===== src/rtl/interconnect_cfg_loader.sv =====
// interconnect_cfg_loader: serial configuration writer for the CLB interconnect muxes.
// Receives an LSB-first bit stream over valid/ready and hunts for SYNC_WORD.
// It then shifts NUM_MUX select codes into a shadow register, range-checks them
// and commits them atomically to the mux select lines.
// Optional feature: define ICU_CFG_PARITY_EN to expect one even-parity bit after the data.
// Ports:
//   clk, rst_b                  clock, asynchronous active-low reset
//   cfg_start                   one-cycle pulse that (re)starts a load
//   cfg_din/cfg_valid/cfg_ready serial bit handshake
//   interconnect_switch_bus     committed select codes, mux k at [SEL_W*k +: SEL_W]
//   prgm_b                      high once any configuration has been committed
//   CLB_prgm_b                  low enables the CLB muxes, high freezes them
//   cfg_done / cfg_err          result of the last load
module interconnect_cfg_loader #(
  parameter int              NUM_MUX   = 4,
  parameter int              SEL_W     = 6,
  parameter logic [SEL_W-1:0] SEL_MAX  = 6'd39,
  parameter logic [7:0]      SYNC_WORD = 8'hA5
) (
  input  logic                     clk,
  input  logic                     rst_b,
  input  logic                     cfg_start,
  input  logic                     cfg_din,
  input  logic                     cfg_valid,
  output logic                     cfg_ready,
  output logic [NUM_MUX*SEL_W-1:0] interconnect_switch_bus,
  output logic                     prgm_b,
  output logic                     CLB_prgm_b,
  output logic                     cfg_done,
  output logic                     cfg_err
);
  localparam int N  = NUM_MUX * SEL_W;
  localparam int CW = $clog2(N + 1);
  localparam logic [CW-1:0] LAST = CW'(N - 1);
  localparam logic [CW-1:0] ONE  = CW'(1);

  typedef enum logic [2:0] {S_IDLE, S_SYNC, S_LOAD, S_PAR, S_CHECK, S_DONE, S_ERR} state_t;

`ifdef ICU_CFG_PARITY_EN
  localparam state_t LOAD_END = S_PAR;
`else
  localparam state_t LOAD_END = S_CHECK;
`endif

  state_t          r_state, w_next;
  logic [7:0]      r_win;
  logic [7:0]      w_win;
  logic [N-1:0]    r_shadow;
  logic [CW-1:0]   r_cnt;
  logic            w_xfer;
  logic            w_range_ok;
  logic            w_ok;

  // cfg_start has priority: a bit offered in the same cycle is dropped
  assign w_xfer = cfg_valid && cfg_ready && !cfg_start;
  // new bits enter at the MSB so an LSB-first byte lands in natural order
  assign w_win  = {cfg_din, r_win[7:1]};

  always_comb begin
    w_range_ok = 1'b1;
    for (int k = 0; k < NUM_MUX; k++)
      if (r_shadow[SEL_W*k +: SEL_W] > SEL_MAX) w_range_ok = 1'b0;
  end

`ifdef ICU_CFG_PARITY_EN
  // running XOR over data and parity bits; zero means even parity held
  logic r_par;
  always_ff @(posedge clk or negedge rst_b)
    if (!rst_b) r_par <= 1'b0;
    else if (cfg_start) r_par <= 1'b0;
    else if (w_xfer && (r_state == S_LOAD || r_state == S_PAR)) r_par <= r_par ^ cfg_din;
  assign w_ok = w_range_ok && !r_par;
`else
  assign w_ok = w_range_ok;
`endif

  always_ff @(posedge clk or negedge rst_b)
    if (!rst_b) r_state <= S_IDLE;
    else r_state <= w_next;

  always_comb begin
    w_next = r_state;
    if (cfg_start) w_next = S_SYNC;
    else
      case (r_state)
        S_SYNC:  if (w_xfer && w_win == SYNC_WORD) w_next = S_LOAD;
        S_LOAD:  if (w_xfer && r_cnt == LAST) w_next = LOAD_END;
        S_PAR:   if (w_xfer) w_next = S_CHECK;
        S_CHECK: w_next = w_ok ? S_DONE : S_ERR;
        default: ;
      endcase
  end

  always_comb cfg_ready = (r_state == S_SYNC) || (r_state == S_LOAD) || (r_state == S_PAR);

  always_ff @(posedge clk or negedge rst_b)
    if (!rst_b) begin
      r_win                   <= '0;
      r_shadow                <= '0;
      r_cnt                   <= '0;
      interconnect_switch_bus <= '0;
      prgm_b                  <= 1'b0;
      CLB_prgm_b              <= 1'b1;
      cfg_done                <= 1'b0;
      cfg_err                 <= 1'b0;
    end else if (cfg_start) begin
      r_win      <= '0;
      r_shadow   <= '0;
      r_cnt      <= '0;
      CLB_prgm_b <= 1'b1;
      cfg_done   <= 1'b0;
      cfg_err    <= 1'b0;
    end else begin
      if (w_xfer && r_state == S_SYNC) begin
        r_win <= w_win;
        if (w_win == SYNC_WORD) r_cnt <= '0;
      end
      if (w_xfer && r_state == S_LOAD) begin
        r_shadow <= {cfg_din, r_shadow[N-1:1]};
        r_cnt    <= r_cnt + ONE;
      end
      // the bus only ever sees a fully checked shadow image
      if (r_state == S_CHECK) begin
        if (w_ok) begin
          interconnect_switch_bus <= r_shadow;
          prgm_b                  <= 1'b1;
          CLB_prgm_b              <= 1'b0;
          cfg_done                <= 1'b1;
        end else
          cfg_err <= 1'b1;
      end
    end
endmodule


===== config.mk =====
export PLATFORM = sky130hd
export DESIGN_NAME = interconnect_cfg_loader
export DESIGN_NICKNAME = d
export VERILOG_FILES = /design/src/rtl/interconnect_cfg_loader.sv
export SDC_FILE = /design/constraint.sdc
export NUM_CORES = 1
export LEC_CHECK = 0
export ABC_AREA = 1
export BUFFER_PORTS_ARGS = -buffer_cell sky130_fd_sc_hd__buf_2
export CAP_MARGIN = 20
export CORE_MARGIN = 10
export CORE_UTILIZATION = 57
export DETAILED_ROUTE_END_ITERATION = 7
export GPL_ROUTABILITY_DRIVEN = 0
export PLACE_DENSITY_LB_ADDON = 0.1
export SLEW_MARGIN = 20
export SYNTH_ARGS = -nofsm -noshare
export SYNTH_HDL_FRONTEND = slang
export SYNTH_SLANG_ARGS = --single-unit

===== constraint.sdc =====
create_clock -name clk -period 1.8 [get_ports clk]
set_input_delay 0.36 -clock clk [delete_from_list [all_inputs] [get_ports clk]]
set_output_delay 0.36 -clock clk [all_outputs]
set_load 0.05 [all_outputs]

; After elaboration in Yosys (flattened, before gate mapping)
; Index checks and enable logic that the tools add are counted.
[word_totals]
regBits = 68
in_bits = 5
output_inout_bits = 29
elab_cells = 73
[classes]
add_sub_neg = 1
magnitude_cmp = 4
eq_ne = 10
n_mux = 27
n_bitwise = 1
n_reduce_logical = 21
[op_table]
columns = operator, count
row1 = 24-bit two-way mux, 2
row2 = "6-bit greater-than comparator, second input constant", 4
row3 = 5-bit two-way mux, 4
row4 = 8-bit two-way mux, 2
row5 = 1-bit two-way mux, 13
row6 = 3-bit two-way mux, 4
row7 = 3-bit case mux with 4 select lines, 1
row8 = "3-bit != test, second input constant", 3
row9 = "8-bit == test, second input constant", 1
row10 = 2-bit nonzero test, 4
row11 = "3-bit by 2-bit == test with 1-bit output, second input constant", 2
row12 = 1-bit logical AND, 6
row13 = 2-bit AND reduction, 3
row14 = 3-bit nonzero test, 2
row15 = "5-bit by 1-bit adder with 5-bit output, second input constant", 1
row16 = "5-bit == test, second input constant", 1
row17 = 5-bit nonzero test, 1
row18 = 4-bit AND reduction, 1
row19 = "3-bit by 1-bit == test with 1-bit output, second input constant", 1
row20 = "3-bit == test, second input constant", 1
row21 = 3-bit AND reduction, 1
row22 = 1-bit logical OR, 2
row23 = 2-bit two-way mux, 1
row24 = "2-bit != test, second input constant", 1
row25 = other kinds (2), 2

; Logic depth before layout (Yosys ltp)
; Gate-level depths: netlist of run 1.
[logic_depth]
word_depth = 9
mapped_depth = 9
mapped_depth_nobuf = 9

; Worst setup path after synthesis of run 1
; OpenSTA, ideal clock, no wires.
[synth_timing]
path_type = flip-flop to output port
start = register r_state[0]
end = output port cfg_ready
arrival_time_ns = 1.248
t_required_ns = 1.440
setup_slack_ns = 0.192
path_stages_with_launch = 3
n_path_buf = 0
cell_sequence = dfrtp_1 -> inv_1 -> a21oi_1
[synth_via]
elab_chain_len = 3
elab_cells_between_ends = 5
cone_classes = eq/ne: 3 / reduce/logical: 2
[synth_lines]
columns = element, line
row1 = from (decl), 45  ; state_t r_state, w_next;
row2 = from (signal assigned), 79  ; else r_state <= w_next;
row3 = 3-bit by 1-bit == test with 1-bit output / 3-bit by 2-bit == test with 1-bit output (equally long branches), 94  ; always_comb cfg_ready = (r_state == S_SYNC) || (r_state == S_LOAD) || (r_state == S_PAR);
row4 = 1-bit logical OR, 94
row5 = 1-bit logical OR *, 94
row6 = to (decl), 25  ; output logic cfg_ready,
; Every way passes the cells marked *; elsewhere a longest branch is shown, timed or not.

; Worst setup path after layout of run 1
; Ends and elaborated chain as after synthesis.

==> flow_metrics.tcl, run 1 <==
set metrics [dict create \
    hold_class "primary input to asynchronous set/reset pin" \
    dr.pass1.iters 4 \
    fin_worst_skew_ns 0.00775 \
    core_mm2 0.00479 \
    grt_pass1_vias 2169 \
    crit_chain "inv_1, a21oi_1, buf_2" \
    maxSlewViolCount 0 \
    drt_iter0_markers 107 \
    final_cell_mix "78 x nand2_1, 66 x dfrtp_1, 40 x nand3_1" \
    remaining_drc_errors 0 \
    critical_path_class "flop to primary output" \
    clock-sinks 67 \
    cts_hold_buf 0 \
    syn_to_final_growth_pct 14.8 \
    num_vias 2199 \
    diodes 0 \
    cts_tree "built" \
    end_kind "primary output" \
    design.die.area_mm2 0.00823 \
    timing.rr.start "r_state[1]" \
    track_usage 0.152 \
    antenna_found_initial 0 \
    fin_setup_tns_ns 0 \
    path_depth 3 \
    start_kind "flop" \
    io_buffers 33 \
    p_leak_nw 1.71 \
    grt_pass1_wl_um 10200 \
    htreeDepth 3 \
    ys_seq_area_frac 0.588 \
    r2r_slack_ns 0.22 \
    yosysUniqueCellTypes 24 \
    final_hold_viol_count 0 \
    dp_hpwl_um 4080 \
    setup_ws_ns 0.162 \
    peakVddDrop_mv 0.679 \
    clkTransAtPathRegs_ns 0.07 \
    path_buf_inv 2 \
    period_minus_slack_ns 1.64 \
    viasPerCell 5.21 \
    die_x_um 90.7 \
    rsz0062_at_grt "no" \
    initial_core_util 0.596 \
    cts_resized 0 \
    globalRouteMet1Util 0.198 \
    final_nets 356 \
    required_ns 1.44 \
    fmax_mhz 610 \
    grtUsageMet3 0.0449 \
    pwr_density_cell_mw_per_mm2 907 \
    grt.met2_usage 0.225 \
    max_slew_margin 0.580 \
    cp_max_fo 4 \
    clk_path_buf_depth 2 \
    synth_area_mm2 0.00285 \
    finalCritPeriodShare 0.910 \
    clkLatencyLatePin_ns 0.34 \
    arrival_ns 1.28 \
    overflow 0 \
    drt_wl_total_um 5890 \
    cts-root-buf "clkbuf_8" \
    pin_count 34 \
    placementRows 25 \
    routedWlPerCell_um 14.0 \
    avgSynthCellArea_um2 9.17 \
    top_usage_layer "met2" \
    cp_top_family "flip-flops" \
    critPathMaxStageDelay_ns 0.44 \
    tightest_slew_ns 0.631 \
    crit_start "r_state[0]" \
    cap_violations 0 \
    mostFrequentLayoutCell "nand2_1" \
    place_ws_ns 0.201 \
    r2r-end "interconnect_switch_bus[10]" \
    synth_cells 311 \
    crit_slowest_cell "dfrtp_1" \
    setup_viol 0 \
    die_h_um 90.7 \
    post_cts_buffers 0 \
    outcome "finished clean" \
    cts_inserted_buffers 9 \
    final_layout_size_suffix_gt1_frac 0.183 \
    synth_warnings 0 \
    ys_ff_latch 67 \
    grt_max_degree 31 \
    ant_nets 0 \
    worst-r2r-cell-count 8 \
    synth_nets 317 \
]
-- final cells by class --
| class | instances | area, um2 |
|---|---|---|
| inverter | 38 | 145 |
| fill | 378 | 1510 |
| clock inverter | 2 | 10.0 |
| clock buffer | 14 | 173 |
| tap | 67 | 83.8 |
| multi-input combinational | 193 | 921 |
| timing repair buffer | 41 | 263 |
| sequential | 67 | 1680 |
-- where the power goes --
group          switching (W)  internal [W]  total (W)
Sequential         0.0000337       0.00154    0.00157
Combinational       0.000186     0.0000729   0.000259
Clock               0.000527      0.000610    0.00114
-- registers in the layout (all words and copies together) (netlist names) --
register / cells
cfg_err: 1
r_win: 7
prgm_b: 1
r_cnt: 5
r_shadow: 24
CLB_prgm_b: 1
interconnect_switch_bus: 24
cfg_done: 1
r_state: 3
-- layer usage --
layer  part of all wire  vias up
li1                   -     1096
met5                  0        -
met3              0.054       12
met2               0.45       45
met1               0.47     1046
met4              0.021        0
-- Yosys cell counts --
| cell type | n | area, um2 |
|---|---|---|
| a31oi_1 | 1 | 6.26 |
| o22ai_1 | 22 | 138 |
| nand2_1 | 78 | 293 |
| xor2_1 | 1 | 8.76 |
| dfrtp_1 | 66 | 1650 |
| a21oi_1 | 7 | 35.0 |
| nor3_1 | 1 | 5.00 |
| buf_6 | 6 | 67.6 |
| nand4_1 | 3 | 18.8 |
| buf_4 | 2 | 15.0 |
| nand3_1 | 40 | 200 |
| buf_2 | 5 | 25.0 |
| inv_4 | 1 | 6.26 |
| nor2_1 | 21 | 78.8 |
| nand2_4 | 2 | 22.5 |
| inv_1 | 35 | 131 |
| nor2_2 | 1 | 6.26 |
| a21o_1 | 1 | 7.51 |
| inv_2 | 2 | 7.51 |
| o21ai_0 | 11 | 55.1 |
| nor4_4 | 1 | 21.3 |
| nand2_2 | 2 | 12.5 |
| dfstp_2 | 1 | 26.3 |
| ha_1 | 1 | 12.5 |
-- kinds of logic (layout without fill, tap and decap cells) --
family,Yosys count,in the layout,share of synthesized area
fa+ha+maj,1,1,0.00439
xor+xnor,1,1,0.00307
compound gates,42,42,0.0847
flops,67,67,0.588
simple gates,149,149,0.231
buf+inv,51,95,0.0886
-- worst max-delay path by stage --
stage                                   to  slack [ns]
5_1_grt                          cfg_ready        0.04
6_report                         cfg_ready        0.16
2_1_floorplan                    cfg_ready        0.19
3_5_place_dp                  r_shadow[15]        0.20
3_3_place_gp   interconnect_switch_bus[16]        0.24
4_1_cts                          cfg_ready        0.15
-- metrics by stage --
step	utilization	instances	total power, W	cell area, um2	hold slack (ns)
2_1_floorplan	-	311	0.00177	2850	0.0644
3_3_place_gp	0.646	406	0.00185	3090	0.400
3_5_place_dp	0.646	406	0.00186	3090	0.407
4_1_cts	0.684	422	0.00299	3270	0.0405
5_1_grt	0.684	422	0.00310	3270	0.0547
6_report	0.684	422	0.00297	3270	0.0374
(Power assumes the default switching activity.)
==> run 2: changes to the inputs <==
--- a/config.mk
+++ b/config.mk
@@ -10,3 +10,3 @@
 export CAP_MARGIN = 20
-export CORE_MARGIN = 10
+export CORE_MARGIN = 2
 export CORE_UTILIZATION = 57
@@ -15,2 +15,3 @@
 export PLACE_DENSITY_LB_ADDON = 0.1
+export REMOVE_ABC_BUFFERS = 1
 export SLEW_MARGIN = 20
==> constraint.sdc (replaced) <==
create_clock -name clk -period 1.8 [get_ports clk]
set_input_delay 0.09 -clock clk [delete_from_list [all_inputs] [get_ports clk]]
set_output_delay 0.09 -clock clk [all_outputs]
set_load 0.05 [all_outputs]
==> run 2 against run 1 <==
Via count decreased by 1.5%. Critical endpoint is now interconnect_switch_bus[3]. Highest routed layer unchanged. Largest power group unchanged. Sequential power about the same. Wire length decreased by 11%. Clock skew increased by 0.0036 ns.
==> flow_metrics.tcl, run 2 (synthesized netlist as in run 1, its figures left out) <==
set metrics [dict create \
    clock-sinks 67 \
    timing.rr.start "r_shadow[21]" \
    die_x_um 74.7 \
    seq_power_share 0.538 \
    design.die.area_mm2 0.00558 \
    p_leak_nw 1.69 \
    crit_slowest_cell "dfrtp_1" \
    rsz0062_at_grt "no" \
    max_slew_margin 0.772 \
    htreeDepth 3 \
    clkTransAtPathRegs_ns 0.07 \
    ant_nets 0 \
    clk_path_buf_depth 2 \
    holdPathStages 3 \
    start_kind "flop" \
    routedWlPerCell_um 12.4 \
    final_hold_viol_count 0 \
    drt_iter0_markers 177 \
    post_cts_buffers 0 \
    p_sw_w 0.000733 \
    overflow 0 \
    fmax_mhz 614 \
    final_nets 356 \
    pin_count 34 \
    arrival_ns 1.85 \
    io_buffers 33 \
    grt_pass1_wl_um 8960 \
    min_to "r_shadow[23]" \
    path_buf_inv 0 \
    drt_wl_total_um 5220 \
    crit_chain "nor2_1, nor2_1, nor2_1, nand3_1, nand2_2, nand2_4, nand2_1, nand2_1" \
    r2r-end "interconnect_switch_bus[3]" \
    cts_hold_buf 1 \
    cp_top_family "simple AND/OR/NAND/NOR gates" \
    dp_hpwl_um 3380 \
    final_cell_mix "78 x nand2_1, 66 x dfrtp_1, 40 x nand3_1" \
    power_frac_clock 0.378 \
    core_mm2 0.00479 \
    outcome "finished clean" \
    combPwrFrac 0.085 \
    grt_max_degree 68 \
    hold_class "primary input to flop" \
    final_layout_size_suffix_gt1_frac 0.172 \
    crit_top_cell "nor2_1" \
    diodes 0 \
    antenna_found_initial 0 \
    period_minus_slack_ns 1.63 \
    hold_ws_ns 0.0130 \
    maxSlewViolCount 0 \
    critical_path_class "flop to flop" \
    finalCritPeriodShare 0.905 \
    dr.pass1.iters 7 \
    grt_pass1_vias 2037 \
    cts_inserted_buffers 9 \
    internal_power_w 0.00219 \
    switching_share 0.251 \
    required_ns 2.02 \
    tightest_slew_ns 0.341 \
    fin_worst_skew_ns 0.0113 \
    remaining_drc_errors 0 \
    critPathMaxStageDelay_ns 0.40 \
    die_h_um 74.7 \
    fin_setup_tns_ns 0 \
    cts_resized 0 \
    placementRows 25 \
    hp-start "cfg_din" \
    clkLatencyLatePin_ns 0.34 \
    peakVddDrop_mv 0.659 \
    setup_viol 0 \
    num_vias 2165 \
    worst-r2r-cell-count 8 \
    cts_tree "built" \
    r2r_slack_ns 0.17 \
    pwr_density_cell_mw_per_mm2 901 \
    syn_to_final_growth_pct 13.6 \
    cp_max_fo 26 \
    top_regs "interconnect_switch_bus x24, r_shadow x24, r_win x7" \
    cap_violations 0 \
    mostFrequentLayoutCell "nand2_1" \
    initial_core_util 0.596 \
    cts-root-buf "clkbuf_8" \
    track_usage 0.214 \
    end_kind "flop" \
    viasPerCell 5.13 \
]
[run 2: worst max-delay path by stage]
| stage | startpoint | endpoint | slack (ns) | cells after the start |
|---|---|---|---|---|
| global route | r_state[0] | interconnect_switch_bus[3] | 0.01 | 8 |
| floorplan | cfg_start | interconnect_switch_bus[0] | 0.12 | 5 |
| finish | r_shadow[21] | interconnect_switch_bus[3] | 0.17 | 8 |
| CTS | r_shadow[22] | interconnect_switch_bus[3] | 0.17 | 8 |
| detailed placement | r_state[0] | interconnect_switch_bus[20] | 0.18 | 8 |
| global placement | r_state[0] | interconnect_switch_bus[23] | 0.26 | 8 |
[run 2: cell type report]
| type | count | area [um2] |
|---|---|---|
| tap | 67 | 83.8 |
| timing repair buffer | 41 | 240 |
| sequential | 67 | 1680 |
| multi-input combinational | 193 | 921 |
| fill | 397 | 1550 |
| inverter | 38 | 145 |
| clock buffer | 16 | 170 |
[run 2: per-stage QoR]
| stage | total power (W) | util | std cells | worst slack [ns] | cell area [um2] |
|---|---|---|---|---|---|
| 6_report | 0.00292 | 0.677 | 422 | 0.172 | 3240 |
| 5_1_grt | 0.00303 | 0.677 | 422 | 0.0146 | 3240 |
| 4_1_cts | 0.00294 | 0.677 | 422 | 0.173 | 3240 |
| 3_5_place_dp | 0.00185 | 0.639 | 405 | 0.184 | 3060 |
| 3_3_place_gp | 0.00184 | 0.639 | 405 | 0.259 | 3060 |
| 2_1_floorplan | 0.00175 | - | 298 | 0.122 | 2740 |
[run 2: routing by layer]
metal / global-route usage / wire length (um)
met1: 0.291 / 2550
met2: 0.319 / 2350
met3: 0.0509 / 204
met4: 0.119 / 110
met5: 0 / 0
[run 2: power groups by stage]
stage	Combinational (W)	Sequential (W)	Clock, W
finish	0.000247	0.00157	0.00110
global route	0.000278	0.00157	0.00118
CTS	0.000252	0.00157	0.00112
detailed placement	0.000250	0.00160	0
global placement	0.000245	0.00160	0
floorplan	0.000137	0.00161	0
[run 2: worst min-delay path, cell delays in order]
cell	delay (ns)
buf_2	0.10
nand2_1	0.06
o21ai_0	0.06
==> run 3: changes to the inputs <==
- ABC_AREA: 1 -> unset
==> run 3 against run 2 <==
Core utilization up 3.0 points. Wire length shrank 8.0%. Register-to-register slack worse by 0.05 ns. Die area fell by 0.21%. Count of clock-buffer cells in the layout is 4 lower. Sequential power fell by 4%. Synthesized cell count down 21%. First-iteration DRC count is 45% lower. Clock skew rose by 0.00068 ns. Via count is 13% lower. Worst setup slack got worse by 0.052 ns. Critical path type unchanged. Critical endpoint is now interconnect_switch_bus[18]. Highest routed layer unchanged.
==> flow_metrics.tcl, run 3 <==
set metrics [dict create \
    outcome "finished clean" \
    setup_ws_ns 0.120 \
    dr.pass1.iters 5 \
    async_flop_share 1.00 \
    dp_hpwl_um 3200 \
    critPathMaxStageDelay_ns 0.41 \
    synth_area_mm2 0.00285 \
    post_cts_buffers 0 \
    yosys.cell_count.top_type "dfrtp_1" \
    critical_path_class "flop to flop" \
    viasPerCell 5.20 \
    cts-root-buf "clkbuf_8" \
    core_mm2 0.00475 \
    fmax_mhz 595 \
    cp_max_fo 24 \
    synthFlopType "dfrtp_1" \
    synth_top_area_cell "dfrtp_1" \
    finalCritPeriodShare 0.933 \
    cp_top_family "flip-flops" \
    top_regs "interconnect_switch_bus x24, r_shadow x24, r_win x7" \
    avgSynthCellArea_um2 11.6 \
    num_vias 1887 \
    synth_area_leaders "dfrtp_1 58%, mux2_2 9.1%, o21ai_0 5.1%" \
    clk_path_buf_depth 2 \
    final_nets 297 \
    remaining_drc_errors 0 \
    p_total_w 0.00286 \
    final_cell_mix "66 x dfrtp_1, 33 x buf_2, 29 x o21ai_0" \
    io_buffers 33 \
    grt_max_degree 68 \
    clkLatencyLatePin_ns 0.33 \
    clkTransAtPathRegs_ns 0.07 \
    final_layout_size_suffix_gt1_frac 0.318 \
    pin_count 34 \
    mostFrequentLayoutCell "dfrtp_1" \
    setup_viol 0 \
    max_slew_margin 0.722 \
    yosysUniqueCellTypes 34 \
    synth_edf_count 0 \
    initial_core_util 0.598 \
    diodes 0 \
    routedWlPerCell_um 13.2 \
    synthDominantCellAreaShare 0.580 \
    crit_chain "o21ai_0, nand4_1, nor3_4, buf_12, mux2_2" \
    syn_to_final_growth_pct 18.1 \
    drt_iter0_markers 97 \
    design.die.area_mm2 0.00557 \
    place_ws_ns 0.124 \
    period_minus_slack_ns 1.68 \
    die_x_um 74.7 \
    fin_util 0.707 \
    ys_seq_area_frac 0.590 \
    cts_tree "built" \
    antenna_found_initial 0 \
    crit_slowest_cell "dfrtp_1" \
    final_hold_viol_count 0 \
    path_buf_inv 1 \
    tightest_slew_ns 0.411 \
    fin_worst_skew_ns 0.0120 \
    peakVddDrop_mv 0.515 \
    p_leak_nw 1.66 \
    cts_inserted_buffers 9 \
    die_h_um 74.7 \
    hold_class "primary input to flop" \
    pwr_density_cell_mw_per_mm2 850 \
    ys_ff_latch 67 \
    synth.cells.most_frequent "66 x dfrtp_1, 29 x o21ai_0, 28 x nand2_1, 23 x mux2_2, 22 x nand2b_1" \
    cap_violations 0 \
    end_kind "flop" \
    synth_cells 246 \
    ant_nets 0 \
    grt_pass1_vias 1729 \
    htreeDepth 3 \
    placementRows 25 \
    start_kind "flop" \
    rsz0062_at_grt "no" \
    overflow 0 \
    arrival_ns 1.89 \
    drt_wl_total_um 4800 \
    grt_pass1_wl_um 7880 \
    required_ns 2.01 \
    track_usage 0.193 \
    maxSlewViolCount 0 \
    clock-sinks 67 \
    synth_warnings 0 \
]
-- run 3: cell count changes in the layout (fill, tap and decap cells not counted), sizes merged, moves of 9 or more --
cell,change
inv,-35
mux2,+24
nand2,-54
nand2b,+22
nand3,-36
nor2,-9
o21ai,+18
o22ai,-21
-- run 3: cell type report --
class | instances | area, um2
clock inverter | 4 | 48.8
inverter | 3 | 11.3
tap | 67 | 83.8
multi-input combinational | 162 | 1080
clock buffer | 12 | 155
timing repair buffer | 48 | 305
fill | 384 | 1390
sequential | 67 | 1680
-- run 3: per-stage QoR --
step           hold slack (ns)  area (um2)  instances  TNS (ns)
6_report                0.0234        3360        363         0
5_1_grt                 0.0124        3360        363         0
4_1_cts                 0.0169        3360        363         0
3_5_place_dp             0.136        3150        346         0
3_3_place_gp             0.135        3150        346         0
2_1_floorplan           -0.206        2760        232    -12.52
-- run 3: power by group --
part | internal [W] | switching [W] | leakage (nW)
clock network | 0.000714 | 0.000541 | 0.106
logic | 0.0000311 | 0.0000588 | 0.627
registers | 0.00151 | 0.00000263 | 0.924
-- run 3: path summary, 6_finish.rpt --
| check | end | depth (start not counted) | slack (ns) | startpoint |
|---|---|---|---|---|
| max | interconnect_switch_bus[18] | 5 | 0.12 | r_shadow[10] |
| min | r_shadow[23] | 3 | 0.02 | cfg_din |
| max reg2reg | interconnect_switch_bus[18] | 5 | 0.12 | r_shadow[10] |
| min reg2reg | prgm_b | 1 | 0.47 | prgm_b |
| max in group asynchronous | CLB_prgm_b | 3 | 1.20 | rst_b |
| min in group asynchronous | r_cnt[2] | 3 | 0.30 | rst_b |
-- run 3: cell families after synthesis --
group,after synthesis,synth area share
XOR/XNOR,2,0.00616
multiplexers,32,0.123
flip-flops,67,0.590
buffers and inverters,17,0.0334
AO/OA/AOI/OAI,44,0.0858
AND/OR/NAND/NOR,83,0.157
adder cells (fa/ha/maj),1,0.00440
-- run 3: timing repair --
item,CTS,global route
hold buffers,1,0
setup endpoints to repair,0,0
gates resized for setup,0,0
endpoints found under the hold margin,66,0
-- run 3: routing by layer --
layer  wire length, um  up-vias  track usage
li1                  -      925            -
met1              2350      917        0.258
met2              2210       40        0.291
met3               180        5       0.0643
met4                59        0       0.0833
met5                 0        -            0
-- run 3: worst reg2reg max path: cells and delay by family (launching register included) --
family | cells | cell delay, ns
AOI/OAI and AO/OA | 1 | 0.20
muxes | 1 | 0.35
DFF | 1 | 0.41
and+or+nand+nor | 2 | 0.39
buffers and inverters | 1 | 0.21
